==> src/rtl/multicycle_control_fsm.sv <==
// Multicycle ARM-subset control unit: instruction sequencing FSM, NZCV flag
// register and conditional-execution gating of the datapath write enables.
module multicycle_control_fsm (
  input  logic       clk,
  input  logic       rst_n,
  input  logic [1:0] Op,
  input  logic [5:0] Funct,
  input  logic [3:0] Rd,
  input  logic [3:0] Condition,
  input  logic [3:0] ALU_flags,
  output logic       PCWrite,
  output logic       IRWrite,
  output logic       RegWrite,
  output logic       MemWrite,
  output logic       AdrSrc,
  output logic       ALUSrcA,
  output logic [1:0] ALUSrcB,
  output logic [1:0] ResultSrc,
  output logic [1:0] ALUControl,
  output logic [3:0] state
);

  typedef enum logic [3:0] {
    S_FETCH  = 4'd0,
    S_DECODE = 4'd1,
    S_MEMADR = 4'd2,
    S_MEMRD  = 4'd3,
    S_MEMWB  = 4'd4,
    S_MEMWR  = 4'd5,
    S_EXECR  = 4'd6,
    S_EXECI  = 4'd7,
    S_ALUWB  = 4'd8,
    S_BRANCH = 4'd9
  } state_t;

  state_t     state_q;
  state_t     state_nxt;
  logic [3:0] nzcv_q;
  logic       cond_q;
  logic       cond_ex;
  logic       cond_use;
  logic [1:0] alu_ctl;
  logic       no_write;
  logic       cmd_ok;
  logic       cmd_cv;

  // ARM condition field evaluated against {N,Z,C,V}
  function automatic logic cond_eval(input logic [3:0] c, input logic [3:0] f);
    logic n, z, cy, v, r;
    {n, z, cy, v} = f;
    case (c)
      4'b0000: r = z;
      4'b0001: r = ~z;
      4'b0010: r = cy;
      4'b0011: r = ~cy;
      4'b0100: r = n;
      4'b0101: r = ~n;
      4'b0110: r = v;
      4'b0111: r = ~v;
      4'b1000: r = cy & ~z;
      4'b1001: r = ~cy | z;
      4'b1010: r = (n == v);
      4'b1011: r = (n != v);
      4'b1100: r = ~z & (n == v);
      4'b1101: r = z | (n != v);
      4'b1110: r = 1'b1;
      default: r = 1'b0;
    endcase
    return r;
  endfunction

  assign cond_ex = cond_eval(Condition, nzcv_q);
  // ALUWB must see the condition as it was before EXEC possibly rewrote the flags
  assign cond_use = (state_q == S_ALUWB) ? cond_q : cond_ex;
  assign state    = state_q;

  // Data-processing cmd decode; unsupported cmds fall back to a harmless ADD
  always_comb begin
    alu_ctl  = 2'b00;
    no_write = 1'b1;
    cmd_ok   = 1'b0;
    cmd_cv   = 1'b0;
    case (Funct[4:1])
      4'b0100: begin alu_ctl = 2'b00; no_write = 1'b0; cmd_ok = 1'b1; cmd_cv = 1'b1; end
      4'b0010: begin alu_ctl = 2'b01; no_write = 1'b0; cmd_ok = 1'b1; cmd_cv = 1'b1; end
      4'b0000: begin alu_ctl = 2'b10; no_write = 1'b0; cmd_ok = 1'b1; end
      4'b1100: begin alu_ctl = 2'b11; no_write = 1'b0; cmd_ok = 1'b1; end
      4'b1010: begin alu_ctl = 2'b01; no_write = 1'b1; cmd_ok = 1'b1; cmd_cv = 1'b1; end
      default: ;
    endcase
  end

  // Next-state selection from the current state and instruction class
  always_comb begin
    state_nxt = S_FETCH;
    case (state_q)
      S_FETCH:  state_nxt = S_DECODE;
      S_DECODE: begin
        case (Op)
          2'b00:   state_nxt = Funct[5] ? S_EXECI : S_EXECR;
          2'b01:   state_nxt = S_MEMADR;
          2'b10:   state_nxt = S_BRANCH;
          default: state_nxt = S_FETCH;
        endcase
      end
      S_MEMADR: state_nxt = Funct[0] ? S_MEMRD : S_MEMWR;
      S_MEMRD:  state_nxt = S_MEMWB;
      S_EXECR:  state_nxt = S_ALUWB;
      S_EXECI:  state_nxt = S_ALUWB;
      default:  state_nxt = S_FETCH;
    endcase
  end

  // State register; reset aborts whatever instruction is in flight
  always_ff @(posedge clk or negedge rst_n) begin
    if (!rst_n) state_q <= S_FETCH;
    else        state_q <= state_nxt;
  end

  // Flag register, written only on the edge that leaves EXECR/EXECI
  always_ff @(posedge clk or negedge rst_n) begin
    if (!rst_n) begin
      nzcv_q <= 4'b0000;
      cond_q <= 1'b0;
    end else if (state_q == S_EXECR || state_q == S_EXECI) begin
      cond_q <= cond_ex;
      if (cond_ex && Funct[0] && cmd_ok) begin
        nzcv_q[3:2] <= ALU_flags[3:2];
        if (cmd_cv) nzcv_q[1:0] <= ALU_flags[1:0];
      end
    end
  end

  // Datapath controls decoded from the current state; writes held off in reset
  always_comb begin
    PCWrite    = 1'b0;
    IRWrite    = 1'b0;
    RegWrite   = 1'b0;
    MemWrite   = 1'b0;
    AdrSrc     = 1'b0;
    ALUSrcA    = 1'b0;
    ALUSrcB    = 2'b00;
    ResultSrc  = 2'b00;
    ALUControl = 2'b00;
    case (state_q)
      S_FETCH: begin
        IRWrite = 1'b1; PCWrite = 1'b1; ALUSrcA = 1'b1;
        ALUSrcB = 2'b10; ResultSrc = 2'b10;
      end
      S_DECODE: begin
        ALUSrcA = 1'b1; ALUSrcB = 2'b10; ResultSrc = 2'b10;
      end
      S_MEMADR: ALUSrcB = 2'b01;
      S_MEMRD:  AdrSrc = 1'b1;
      S_MEMWB: begin
        ResultSrc = 2'b01; RegWrite = cond_use;
      end
      S_MEMWR: begin
        AdrSrc = 1'b1; MemWrite = cond_use;
      end
      S_EXECR: ALUControl = alu_ctl;
      S_EXECI: begin
        ALUSrcB = 2'b01; ALUControl = alu_ctl;
      end
      S_ALUWB: begin
        ALUControl = alu_ctl;
        RegWrite   = cond_use & ~no_write;
        PCWrite    = cond_use & ~no_write & (Rd == 4'd15);
      end
      S_BRANCH: begin
        ALUSrcB = 2'b01; ResultSrc = 2'b10; PCWrite = cond_use;
      end
      default: ;
    endcase
    if (!rst_n) begin
      PCWrite  = 1'b0;
      IRWrite  = 1'b0;
      RegWrite = 1'b0;
      MemWrite = 1'b0;
    end
  end

endmodule

==> config.mk <==
export PLATFORM = sky130hd
export DESIGN_NAME = multicycle_control_fsm
export DESIGN_NICKNAME = d
export VERILOG_FILES = /design/src/rtl/multicycle_control_fsm.sv
export SDC_FILE = /design/constraint.sdc
export NUM_CORES = 1
export LEC_CHECK = 0
export ABC_AREA = 1
export BUFFER_PORTS_ARGS = -buffer_cell sky130_fd_sc_hd__buf_2
export CORE_UTILIZATION = 40
export DETAILED_ROUTE_END_ITERATION = 7
export GPL_TIMING_DRIVEN = 0
export PLACE_DENSITY = 0.7
export SETUP_SLACK_MARGIN = 0.02
export SLEW_MARGIN = 0
export SYNTH_ARGS = -nofsm -noshare
export SYNTH_HDL_FRONTEND = slang
export SYNTH_SLANG_ARGS = --single-unit
==> constraint.sdc <==
create_clock -name clk -period 3.65 [get_ports clk]
set_clock_uncertainty 0.1 [all_clocks]
set_input_delay 0 -clock clk [delete_from_list [all_inputs] [get_ports clk]]
set_output_delay 0 -clock clk [all_outputs]
set_load 0.01 [all_outputs]
## Yosys cells after proc, flatten, opt, wreduce, memory -nomap -nowiden

Cells that the tools add are included.

- Register bits after elaboration: 9
- Memories kept: 0
- Bits in latches: 0
- Logic and storage cells: 87
- Output and inout bits: 16
- Memory bits (read-only): 0
- RAM bits: 0
- Input port bits: 22

- Add/sub/neg operators: 0
- $lt $le $gt $ge: 0
- Multiplexer cells: 22
- Divide/modulo/power cells: 0
- Multiply operators: 0
- Shifts and indexed selects: 0
- Eq/ne operators: 32
- Reduce and logical (&&, ||, !) cells: 19
- Bitwise logic cells: 10

Operators by type and width:

| operator | count |
|---|---|
| == test 4 bit, second input constant | 12 |
| == test 4 x 3 -> 1 bit, second input constant | 9 |
| == test 4 x 2 -> 1 bit, second input constant | 5 |
| case mux 4 bit (5 select lines) | 1 |
| case mux 1 bit (15 select lines) | 1 |
| logical NOT 4 bit | 3 |
| 2-to-1 mux 1 bit | 12 |
| case mux 4 bit (3 select lines) | 1 |
| OR reduction 3 bit | 4 |
| == test 4 x 1 -> 1 bit, second input constant | 2 |
| case mux 2 bit (2 select lines) | 2 |
| OR reduction 2 bit | 4 |
| case mux 2 bit (3 select lines) | 1 |
| OR reduction 5 bit | 1 |
| AND 1 bit | 4 |
| NOT 1 bit | 4 |
| OR reduction 4 bit | 1 |
| 2-to-1 mux 3 bit | 1 |
| case mux 1 bit (3 select lines) | 1 |
| AND reduction 3 bit | 1 |
| == test 2 x 1 -> 1 bit, second input constant | 1 |
| == test 2 bit, second input constant | 1 |
| logical AND 1 bit | 2 |
| logical NOT 2 bit | 1 |
| other kinds (7) | 8 |

## Logic depth before layout (Yosys ltp)

Gate-level depths: netlist of run 1.

- Depth in word-level cells: 8
- Mapped depth: 12
- Depth with buffers taken out: 12

## Least setup slack after synthesis of run 1

Ideal clock, no wire load.

- Path type: register -> output
- Start: reg state_q[1], in the netlist state[1]
- End: out PCWrite
- Path buffers: 1
- Data required time: 3550 ps
- Stages on the path, launching flop included: 8
- Setup slack: 2230 ps
- Arrival: 1320 ps
- Path through: dfrtp_1 clkbuf_1 nor2_1 nand3_1 inv_1 nand2_1 o21a_1 o21ai_1

- Word-level cells in the longest chain between the ends: 6
- Elaborated cells between the ends (all ways): 8
- Those cells by class: eq/ne: 2; mux: 3; bitwise: 2; reduce/logical: 1

Ends and longest elaborated chain:

| item | RTL line | RTL |
|---|---|---|
| from (decl) | 36 | `state_t state_q;` |
| from (signal assigned) | 117 | `else state_q <= state_nxt;` |
| == test 4 bit | 74, 145 |  |
| 2-to-1 mux 1 bit | 74 | `assign cond_use = (state_q == S_ALUWB) ? cond_q : cond_ex;` |
| AND 1 bit (2 in series) | 168 | `PCWrite = cond_use & ~no_write & (Rd == 4'd15);` |
| case mux 1 bit (3 select lines) * | 145 | `case (state_q)` |
| 2-to-1 mux 1 bit * | 175 | `if (!rst_n) begin` |
| to (decl) | 11 | `output logic PCWrite,` |

Every way passes the cells marked *; elsewhere a longest branch is shown, timed or not.

## Final worst setup path of run 1

- Start: reg state_q[1], in the netlist state[1]
- End: reg state_q[3], in the netlist state[3]

- Word-level cells in the longest chain between the ends: 3
- Elaborated cells between the ends (all ways): 8
- Those cells by class: eq/ne: 5; mux: 1; reduce/logical: 2

Ends and longest elaborated chain:

| item | RTL line | RTL |
|---|---|---|
| == test 4 x 3 -> 1 bit | 96 | `case (state_q)` |
| OR reduction 2 bit (no line) | -- |  |
| case mux 4 bit (5 select lines) * | 96 |  |
| named net state_nxt[3] | 37 | `state_t state_nxt;` |

Mark *: on every way through the listed nets, which the timed path passes. The rest lies on a longest branch.
A chain may end at the register's enable or synchronous reset.

==> flow_metrics.env, run 1 <==
export IMPL_status="finished, final reports clean"
export IMPL_r2r_start="state[1]$_DFF_PN0_"
export IMPL_rows=16
export IMPL_drt_antenna_violating_nets=0
export IMPL_max_cap_violations=0
export IMPL_yosys_area_top_type="dfrtp_1"
export IMPL_start_util_pct=42.6
export IMPL_design_area_um2=1190
export IMPL_leakage_nw=0.708
export IMPL_synthesis_nets=168
export IMPL_grt_pass1_wl_um=3430
export IMPL_place_congestion=0.917
export IMPL_ys_ff_latch=9
export IMPL_netlist_area_um2=845
export IMPL_rsz0062_at_grt="false"
export IMPL_setup_violations=0
export IMPL_layout_min_cycle_time_ns=1.95
export IMPL_core_area_um2=1980
export IMPL_instances_no_fill=224
export IMPL_clockBufferDepth=2
export IMPL_worst_r2r_cell_count=6
export IMPL_async_reset_ff_share_pct=100
export IMPL_vias=1092
export IMPL_yosysWarnings=0
export IMPL_holdWs_ns=0.0379
export IMPL_cts_tree="done"
export IMPL_drt_initial_drc_count=31
export IMPL_drc_errors=0
export IMPL_critPathArrivalTime_ns=2.05
export IMPL_finalCritPeriodShare_pct=53.5
export IMPL_synth_most_common_cell="nand2_1"
export IMPL_hold_viol=0
export IMPL_cts_max_level=1
export IMPL_dpl_cell_area_um2=1060
export IMPL_grt_start_max_net_pins=12
export IMPL_dp_cells=209
export IMPL_cts_hold_fix_buffers=11
export IMPL_diodes=0
export IMPL_utilization_pct=60.3
export IMPL_avgSynthCellArea_um2=5.78
export IMPL_cp_data_required_time_ns=3.74
export IMPL_grt_pass1_vias=844
export IMPL_tightest_slew_ns=0.348
export IMPL_end_kind="flip-flop"
export IMPL_io_buffer_count=36
export IMPL_cts_root_buffer="clkbuf_4"
export IMPL_path_clk_slew_ns=0.06
export IMPL_slew_viol_final=0
export IMPL_setup_worst_path_class="reg2reg"
export IMPL_synth_edf_count=0
export IMPL_postCtsResizedCells=0
export IMPL_die_w_um=48.0
export IMPL_grt_usage_pct=20.9
export IMPL_r2r_setup_slack_ns=1.70
export IMPL_yosys_most_used_dff="dfrtp_1"
export IMPL_die_y_um=48.0
export IMPL_ios=38
export IMPL_antenna_found_initial=0
export IMPL_ys_seq_area_share_pct=26.7
export IMPL_grt_overflow=0
export IMPL_clk_latency_ns=0.25
export IMPL_slew_headroom_pct=76.8
export IMPL_areaGrowthSynthToFinish_pct=41.5
export IMPL_firstDrtPassIters=4
export IMPL_vdd_drop_max_v=0.000292
export IMPL_ys_top_cells_by_count="nand2_1 (45), inv_1 (28), nor2_1 (20)"
export IMPL_drive_gt1_share_pct=23.9
export IMPL_fin_nets=220
export IMPL_fin_tns_setup_ns=0
export IMPL_p_per_area_nw_per_um2=480
export IMPL_r2r_end="state[3]$_DFF_PN0_"
export IMPL_start_kind="flip-flop"
export IMPL_yosysTopAreaCellShare_pct=26.7
export IMPL_dp_hpwl_um=1790
export IMPL_post_cts_buffers=0
export IMPL_synthCells=146
export IMPL_fmaxAchievable_mhz=512
export IMPL_synth_area_leaders="dfrtp_1 (27%), nand2_1 (20%), inv_1 (12%)"
export IMPL_wirelength_um=2300
export IMPL_wire_per_inst_um=10.3
export IMPL_clock_sinks=9
export IMPL_ys_types=25
export IMPL_hold_class="in2async"
export IMPL_vias_per_cell=4.88
export IMPL_numCtsBuffers=3
export IMPL_cp_max_fo=8
export IMPL_die_area_um2=2300
-- stage by stage --
stage / setup WS (ns) / power [W]
floorplan: 2.23 / 0.000354
global placement: 2.13 / 0.000467
detailed placement: 2.11 / 0.000471
CTS: 1.73 / 0.000568
global route: 1.56 / 0.000630
finish: 1.70 / 0.000573
-- worst max-delay path by stage --
stage / startpoint / end / cells after the start
after CTS: state[1]$_DFF_PN0_ / state[3]$_DFF_PN0_ / 6
after global placement: nzcv_q[3]$_DFFE_PN0P_ / PCWrite / 11
after global routing: state[1]$_DFF_PN0_ / state[3]$_DFF_PN0_ / 6
after floorplan: state[1]$_DFF_PN0_ / PCWrite / 7
after detailed placement: nzcv_q[0]$_DFFE_PN0P_ / PCWrite / 11
final: state[1]$_DFF_PN0_ / state[3]$_DFF_PN0_ / 6
-- report_power, final --
group | switching [W] | internal (W)
Sequential | 0.0000245 | 0.000129
Combinational | 0.000208 | 0.000135
Clock | 0.0000342 | 0.0000421
Total | 0.000267 | 0.000307
-- worst max-delay path, stage by stage, from the launching register on --
cell,delay [ns]
dfrtp_1,0.34
clkbuf_1,0.30
inv_1,0.10
nor2_1,0.27
inv_1,0.14
o31ai_1,0.08
dlygate4sd3_1,0.56
-- registers in the layout, indices dropped and copies added, names as in the netlist --
name	cells
nzcv_q	4
state	4
cond_q	1
-- layout by cell type, fill, tap and decap left out --
| master | netlist | layout |
|---|---|---|
| a21boi_1 | 1 | 1 |
| a21oi_1 | 1 | 1 |
| a21oi_2 | 1 | 1 |
| buf_2 | 1 | 37 |
| clkbuf_1 | 1 | 2 |
| clkbuf_4 | 0 | 3 |
| dfrtp_1 | 9 | 9 |
| dlygate4sd3_1 | 0 | 11 |
| inv_1 | 28 | 28 |
| inv_2 | 1 | 1 |
| nand2_1 | 45 | 45 |
| nand3_1 | 14 | 14 |
| nand3_2 | 2 | 2 |
| nand3b_1 | 2 | 2 |
| nand4_1 | 2 | 2 |
| nor2_1 | 20 | 20 |
| nor2_2 | 2 | 2 |
| o211ai_1 | 1 | 1 |
| o21a_1 | 1 | 1 |
| o21ai_0 | 6 | 6 |
| o21ai_1 | 1 | 1 |
| o21ai_2 | 1 | 1 |
| o21bai_1 | 1 | 1 |
| o221ai_1 | 2 | 2 |
| o22ai_1 | 1 | 1 |
| o311ai_0 | 1 | 1 |
| o31ai_1 | 1 | 1 |
-- final cells by class --
| class | instances | area [um2] |
|---|---|---|
| flip-flops and latches | 9 | 225 |
| multi-input cells | 106 | 502 |
| repair buffers | 47 | 290 |
| well taps | 27 | 33.8 |
| inverters | 29 | 109 |
| plain buffers | 2 | 8.76 |
| clock buffers | 4 | 26.3 |
| fillers | 203 | 787 |
-- per-layer routing --
layer	wire length [um]	track usage (%)	vias up
li1	-	-	561
met1	1050	27.6	495
met2	1150	35.9	34
met3	92	3.77	2
met4	12	3.33	0
met5	0	0	-
-- kinds of logic after synthesis --
logic type	after synthesis	share of synthesized area [%]
AO/OA/AOI/OAI	19	15.1
flip-flops	9	26.7
AND/OR/NAND/NOR	87	44.3
buffers and inverters	31	13.9
Power figures use the tool's default switching activity.
==> inputs of run 2 (changes only) <==
Settings changed: ABC_AREA 1 to 0, PLACE_DENSITY 0.7 to 0.72.
Clock period 3.65 ns to 1.7 ns, I/O delays scaled along.
==> flow_metrics.env, run 2 <==
export IMPL_cts_tree="done"
export IMPL_layout_min_cycle_time_ns=2.04
export IMPL_antenna_found_initial=0
export IMPL_drive_gt1_share_pct=46.0
export IMPL_wire_per_inst_um=12.5
export IMPL_ys_ff_latch=9
export IMPL_cts_max_level=1
export IMPL_fin_nets=186
export IMPL_clockBufferDepth=2
export IMPL_max_cap_violations=0
export IMPL_instances_no_fill=190
export IMPL_drc_errors=0
export IMPL_yosys_area_top_type="dfrtp_1"
export IMPL_wirelength_um=2370
export IMPL_io_buffer_count=34
export IMPL_grt_pass1_wl_um=3580
export IMPL_drt_initial_drc_count=8
export IMPL_layout_setup_ws_ns=-0.337
export IMPL_avgSynthCellArea_um2=7.88
export IMPL_fmaxAchievable_mhz=491
export IMPL_final_cell_mix="buf_2 (35), nand2_1 (12), buf_4 (11), nor3_1 (8), dlygate4sd3_1 (8)"
export IMPL_combPwrFrac_pct=66.9
export IMPL_core_area_um2=1960
export IMPL_die_w_um=47.9
export IMPL_fill_cells=190
export IMPL_start_kind="flip-flop"
export IMPL_path_clk_slew_ns=0.06
export IMPL_dp_cells=168
export IMPL_crit_chain="and4bb_1, mux2i_1, a311oi_2, nor4_4, a221oi_2, or2_1, buf_2"
export IMPL_grt_start_max_net_pins=15
export IMPL_die_area_um2=2300
export IMPL_areaGrowthSynthToFinish_pct=59.5
export IMPL_leakage_nw=0.601
export IMPL_grt_overflow=0
export IMPL_synth_most_common_cell="nand2_1"
export IMPL_rsz0062_at_grt="true"
export IMPL_vias_per_cell=5.26
export IMPL_violations="negative setup slack"
export IMPL_cp_data_required_time_ns=1.60
export IMPL_p_switching_w=0.000767
export IMPL_hold_viol=0
export IMPL_ys_top_cells_by_count="nand2_1 (12), nor3_1 (10), dfrtp_1 (9)"
export IMPL_yosys_most_used_dff="dfrtp_1"
export IMPL_synth_area_leaders="dfrtp_1 (27%), nor3_1 (5.9%), mux2_1 (5.3%)"
export IMPL_cts_root_buffer="clkbuf_4"
export IMPL_diodes=0
export IMPL_place_ws_ns=-0.298
export IMPL_netlist_area_um2=843
export IMPL_ys_seq_area_share_pct=26.7
export IMPL_slowest_delay_ns=0.44
export IMPL_pwr_share_seq_pct=23.6
export IMPL_vdd_drop_max_v=0.00128
export IMPL_tightest_slew_ns=0.385
export IMPL_synthCells=107
export IMPL_internal_power_w=0.000950
export IMPL_cp_num_buf_inv=1
export IMPL_cp_max_fo=6
export IMPL_slew_viol_final=0
export IMPL_finalCritPeriodShare_pct=120
export IMPL_slew_headroom_pct=74.3
export IMPL_vias=999
export IMPL_status="complete, but fails checks"
export IMPL_numCtsBuffers=3
export IMPL_hold_class="in2reg"
export IMPL_place_congestion=0.817
export IMPL_yosysWarnings=0
export IMPL_setup_violations=8
export IMPL_ios=38
export IMPL_yosysTopAreaCellShare_pct=26.7
export IMPL_setup_worst_path_class="reg2out"
export IMPL_start_util_pct=43.0
export IMPL_async_reset_ff_share_pct=100
export IMPL_synthesis_nets=129
export IMPL_slowest_stage="dfrtp_2"
export IMPL_final_common_cell="buf_2"
export IMPL_total_power_w=0.00172
export IMPL_rows=16
export IMPL_clk_latency_ns=0.25
export IMPL_p_per_area_nw_per_um2=1280
export IMPL_drt_antenna_violating_nets=0
export IMPL_switching_share_pct=44.7
export IMPL_clock_sinks=9
export IMPL_dp_hpwl_um=1580
export IMPL_die_y_um=47.9
export IMPL_grt_usage_pct=22.0
export IMPL_critPathArrivalTime_ns=1.94
export IMPL_synth_edf_count=0
export IMPL_cp_top_family="compound AO/OA/AOI/OAI gates"
export IMPL_clkPwrFrac_pct=9.5
export IMPL_ys_types=36
export IMPL_grt_pass1_vias=854
export IMPL_firstDrtPassIters=4
export IMPL_end_kind="output pin"
==> run 2: timing repair <==
| item | CTS | global route |
|---|---|---|
| setup endpoints to repair | 10 | 13 |
| setup buffers | 6 | 5 |
| endpoints found under the hold margin | 16 | 0 |
| hold buffers | 8 | 0 |
| pin swaps | 7 | 6 |
| resized for setup | 15 | 13 |
==> run 2: path summary, 6_finish.rpt <==
| check | from | endpoint | slack [ns] | cells past startpoint |
|---|---|---|---|---|
| setup / recovery | nzcv_q[2]$_DFFE_PN0P_ | PCWrite | -0.34 | 7 |
| hold / removal | Funct[5] | state[0]$_DFF_PN0_ | 0.03 | 3 |
| setup reg to reg | nzcv_q[2]$_DFFE_PN0P_ | nzcv_q[0]$_DFFE_PN0P_ | -0.29 | 7 |
| hold reg to reg | cond_q$_DFFE_PN0P_ | cond_q$_DFFE_PN0P_ | 0.47 | 2 |
| max in group asynchronous | rst_n | nzcv_q[0]$_DFFE_PN0P_ | 1.21 | 2 |
| min in group asynchronous | rst_n | state[1]$_DFF_PN0_ | 0.05 | 2 |
==> run 2: cell type report <==
cell class	count	area (um2)	share of cell area, %
buffer	6	38.8	2.88
multi-input combinational	88	667	49.6
clock buffer	4	26.3	1.95
tap	27	33.8	2.51
timing repair buffer	53	337	25.0
sequential	9	231	17.2
inverter	3	11.3	0.837
==> run 2: kinds of logic after synthesis <==
group / Yosys count / synth area share [%]
AOI/OAI and AO/OA: 23 / 17.5
muxes: 6 / 7.71
DFF: 9 / 26.7
buffers and inverters: 10 / 5.04
xor gates and xnor gates: 5 / 5.19
and+or+nand+nor: 54 / 37.8
==> run 2: stage by stage <==
| stage | area, um2 | hold WS (ns) | setup TNS (ns) | util [%] |
|---|---|---|---|---|
| 2_1_floorplan | 863 | -0.396 | -0.418 | - |
| 6_report | 1350 | 0.0294 | -2.11 | 68.6 |
| 5_1_grt | 1350 | 0.0858 | -2.87 | 68.6 |
| 4_1_cts | 1280 | 0.0323 | -2.88 | 65.2 |
| 3_3_place_gp | 1070 | -0.210 | -1.58 | 54.4 |
| 3_5_place_dp | 1070 | -0.210 | -1.69 | 54.4 |
==> run 2: worst min-delay path, cell delays in order <==
cell	delay, ns
buf_2	0.07
o21ai_0	0.09
a21boi_0	0.18
==> run 2: power by group through the flow <==
stage / Combinational (W) / Sequential, W / Clock (W)
2_1_floorplan: 0.000572 / 0.000380 / 0
3_3_place_gp: 0.000860 / 0.000374 / 0
3_5_place_dp: 0.000867 / 0.000376 / 0
4_1_cts: 0.000977 / 0.000417 / 0.000165
5_1_grt: 0.00125 / 0.000416 / 0.000175
6_report: 0.00115 / 0.000405 / 0.000164
==> run 2: metal layers <==
layer	track usage, %	wire length, um
met2	37.6	1120
met1	29.0	1140
met4	6.67	32
met3	2.26	81
met5	0	0
==> inputs of run 3 (changes only) <==
Settings changed: BUFFER_PORTS_ARGS -buffer_cell sky130_fd_sc_hd__buf_2 to -buffer_cell sky130_fd_sc_hd__buf_4, CAP_MARGIN set to 10, SLEW_MARGIN 0 to 20.
==> flow_metrics.env, run 3 (synthesized netlist as in run 2, its figures left out) <==
export IMPL_ios=38
export IMPL_hold_viol=0
export IMPL_max_cap_violations=0
export IMPL_seqCellArea_um2=229
export IMPL_combPwrFrac_pct=68.7
export IMPL_place_congestion=0.828
export IMPL_vdd_drop_max_v=0.00115
export IMPL_drt_antenna_violating_nets=0
export IMPL_dp_hpwl_um=1730
export IMPL_drt_initial_drc_count=33
export IMPL_r2r_setup_slack_ns=-0.39
export IMPL_cp_data_required_time_ns=1.60
export IMPL_fin_nets=185
export IMPL_slew_viol_final=0
export IMPL_p_switching_w=0.000839
export IMPL_drc_errors=0
export IMPL_holdWs_ns=0.00270
export IMPL_utilization_pct=73.0
export IMPL_cts_max_level=1
export IMPL_leakage_nw=0.626
export IMPL_slew_headroom_pct=73.0
export IMPL_wire_per_inst_um=13.9
export IMPL_rsz0062_at_grt="true"
export IMPL_instances_no_fill=189
export IMPL_grt_pass1_vias=938
export IMPL_violations="negative setup slack"
export IMPL_final_cell_mix="buf_4 (42), nand2_1 (12), nor3_1 (8), dlygate4sd3_1 (8), dfrtp_1 (6)"
export IMPL_final_common_cell="buf_4"
export IMPL_numCtsBuffers=3
export IMPL_clockBufferDepth=2
export IMPL_status="complete, but fails checks"
export IMPL_areaGrowthSynthToFinish_pct=69.9
export IMPL_vias=1049
export IMPL_core_area_um2=1960
export IMPL_start_kind="flip-flop"
export IMPL_fmaxAchievable_mhz=469
export IMPL_grt_overflow=0
export IMPL_grt_start_max_net_pins=15
export IMPL_tightest_slew_ns=0.405
export IMPL_r2r_start="nzcv_q[3]$_DFFE_PN0P_"
export IMPL_pwr_share_seq_pct=22.4
export IMPL_clock_sinks=9
export IMPL_path_clk_slew_ns=0.07
export IMPL_rows=16
export IMPL_grt_usage_pct=24.7
export IMPL_wirelength_um=2630
export IMPL_cp_max_fo=4
export IMPL_vias_per_cell=5.55
export IMPL_drive_gt1_share_pct=44.4
export IMPL_setup_violations=10
export IMPL_layout_setup_ws_ns=-0.432
export IMPL_start_util_pct=43.0
export IMPL_firstDrtPassIters=4
export IMPL_fin_tns_setup_ns=-3.27
export IMPL_cts_root_buffer="clkbuf_4"
export IMPL_clkPwrFrac_pct=8.9
export IMPL_die_w_um=47.9
export IMPL_cts_tree="done"
export IMPL_fill_cells=179
export IMPL_io_buffer_count=34
export IMPL_finalCritPeriodShare_pct=125
export IMPL_p_per_area_nw_per_um2=1310
export IMPL_switching_share_pct=44.6
export IMPL_antenna_found_initial=0
export IMPL_dp_cells=168
export IMPL_total_power_w=0.00188
export IMPL_end_kind="output pin"
export IMPL_hold_class="in2async"
export IMPL_multi_input_area_um2=671
export IMPL_diodes=0
export IMPL_layout_min_cycle_time_ns=2.13
export IMPL_critPathArrivalTime_ns=2.03
export IMPL_setup_worst_path_class="reg2out"
export IMPL_crit_start="nzcv_q[3]$_DFFE_PN0P_"
export IMPL_grt_pass1_wl_um=3890
export IMPL_die_y_um=47.9
export IMPL_clk_latency_ns=0.27
export IMPL_die_area_um2=2300
export IMPL_internal_power_w=0.00104
-- run 3: metrics by stage --
step / worst slack (ns) / area (um2)
6_report: -0.432 / 1430
5_1_grt: -0.527 / 1430
4_1_cts: -0.476 / 1370
2_1_floorplan: -0.104 / 863
3_5_place_dp: -0.361 / 1150
3_3_place_gp: -0.284 / 1150
-- run 3: worst paths after layout --
path,endpoint,cells past startpoint
min in group clk,state[0]$_DFF_PN0_,3
max in group asynchronous,nzcv_q[2]$_DFFE_PN0P_,2
min,state[1]$_DFF_PN0_,2
max,PCWrite,8
max reg2reg,nzcv_q[1]$_DFFE_PN0P_,8
min reg2reg,cond_q$_DFFE_PN0P_,2
-- run 3: worst max-delay path, stage by stage (launching register included) --
cell	delay, ns
dfrtp_1	0.42
buf_4	0.16
mux2i_1	0.13
o22a_2	0.18
o32ai_4	0.08
nor4_4	0.32
a221oi_2	0.12
or2_1	0.23
buf_6	0.12
-- run 3: power by group through the flow --
stage          Combinational (W)  Sequential [W]  Clock (W)
2_1_floorplan           0.000572        0.000380          0
3_3_place_gp            0.000976        0.000376          0
3_5_place_dp            0.000988        0.000380          0
4_1_cts                  0.00112        0.000415   0.000171
5_1_grt                  0.00139        0.000431   0.000178
6_report                 0.00129        0.000421   0.000167
-- run 3: metal layers --
metal	global-route usage (%)	up-vias	part of all wire [%]
li1	-	502	-
met1	29.7	487	43
met2	40.0	54	49
met3	5.66	6	6.0
met4	14.4	0	1.5
met5	0	-	0
-- run 3: final cells by class --
cell class,count,area share (%)
multi-input cells,88,46.8
clock buffers,3,1.57
inverters,3,0.786
plain buffers,6,2.71
clock inverters,1,0.349
flip-flops and latches,9,16.0
repair buffers,52,29.4
well taps,27,2.36
-- run 3: repair_timing --
item | in CTS | in global routing
pin swaps | 7 | 4
resized for setup | 14 | 12
buffers inserted | 7 | 3
endpoints found under the hold margin | 17 | 0
hold buffers | 8 | 0
setup endpoints to repair | 10 | 14
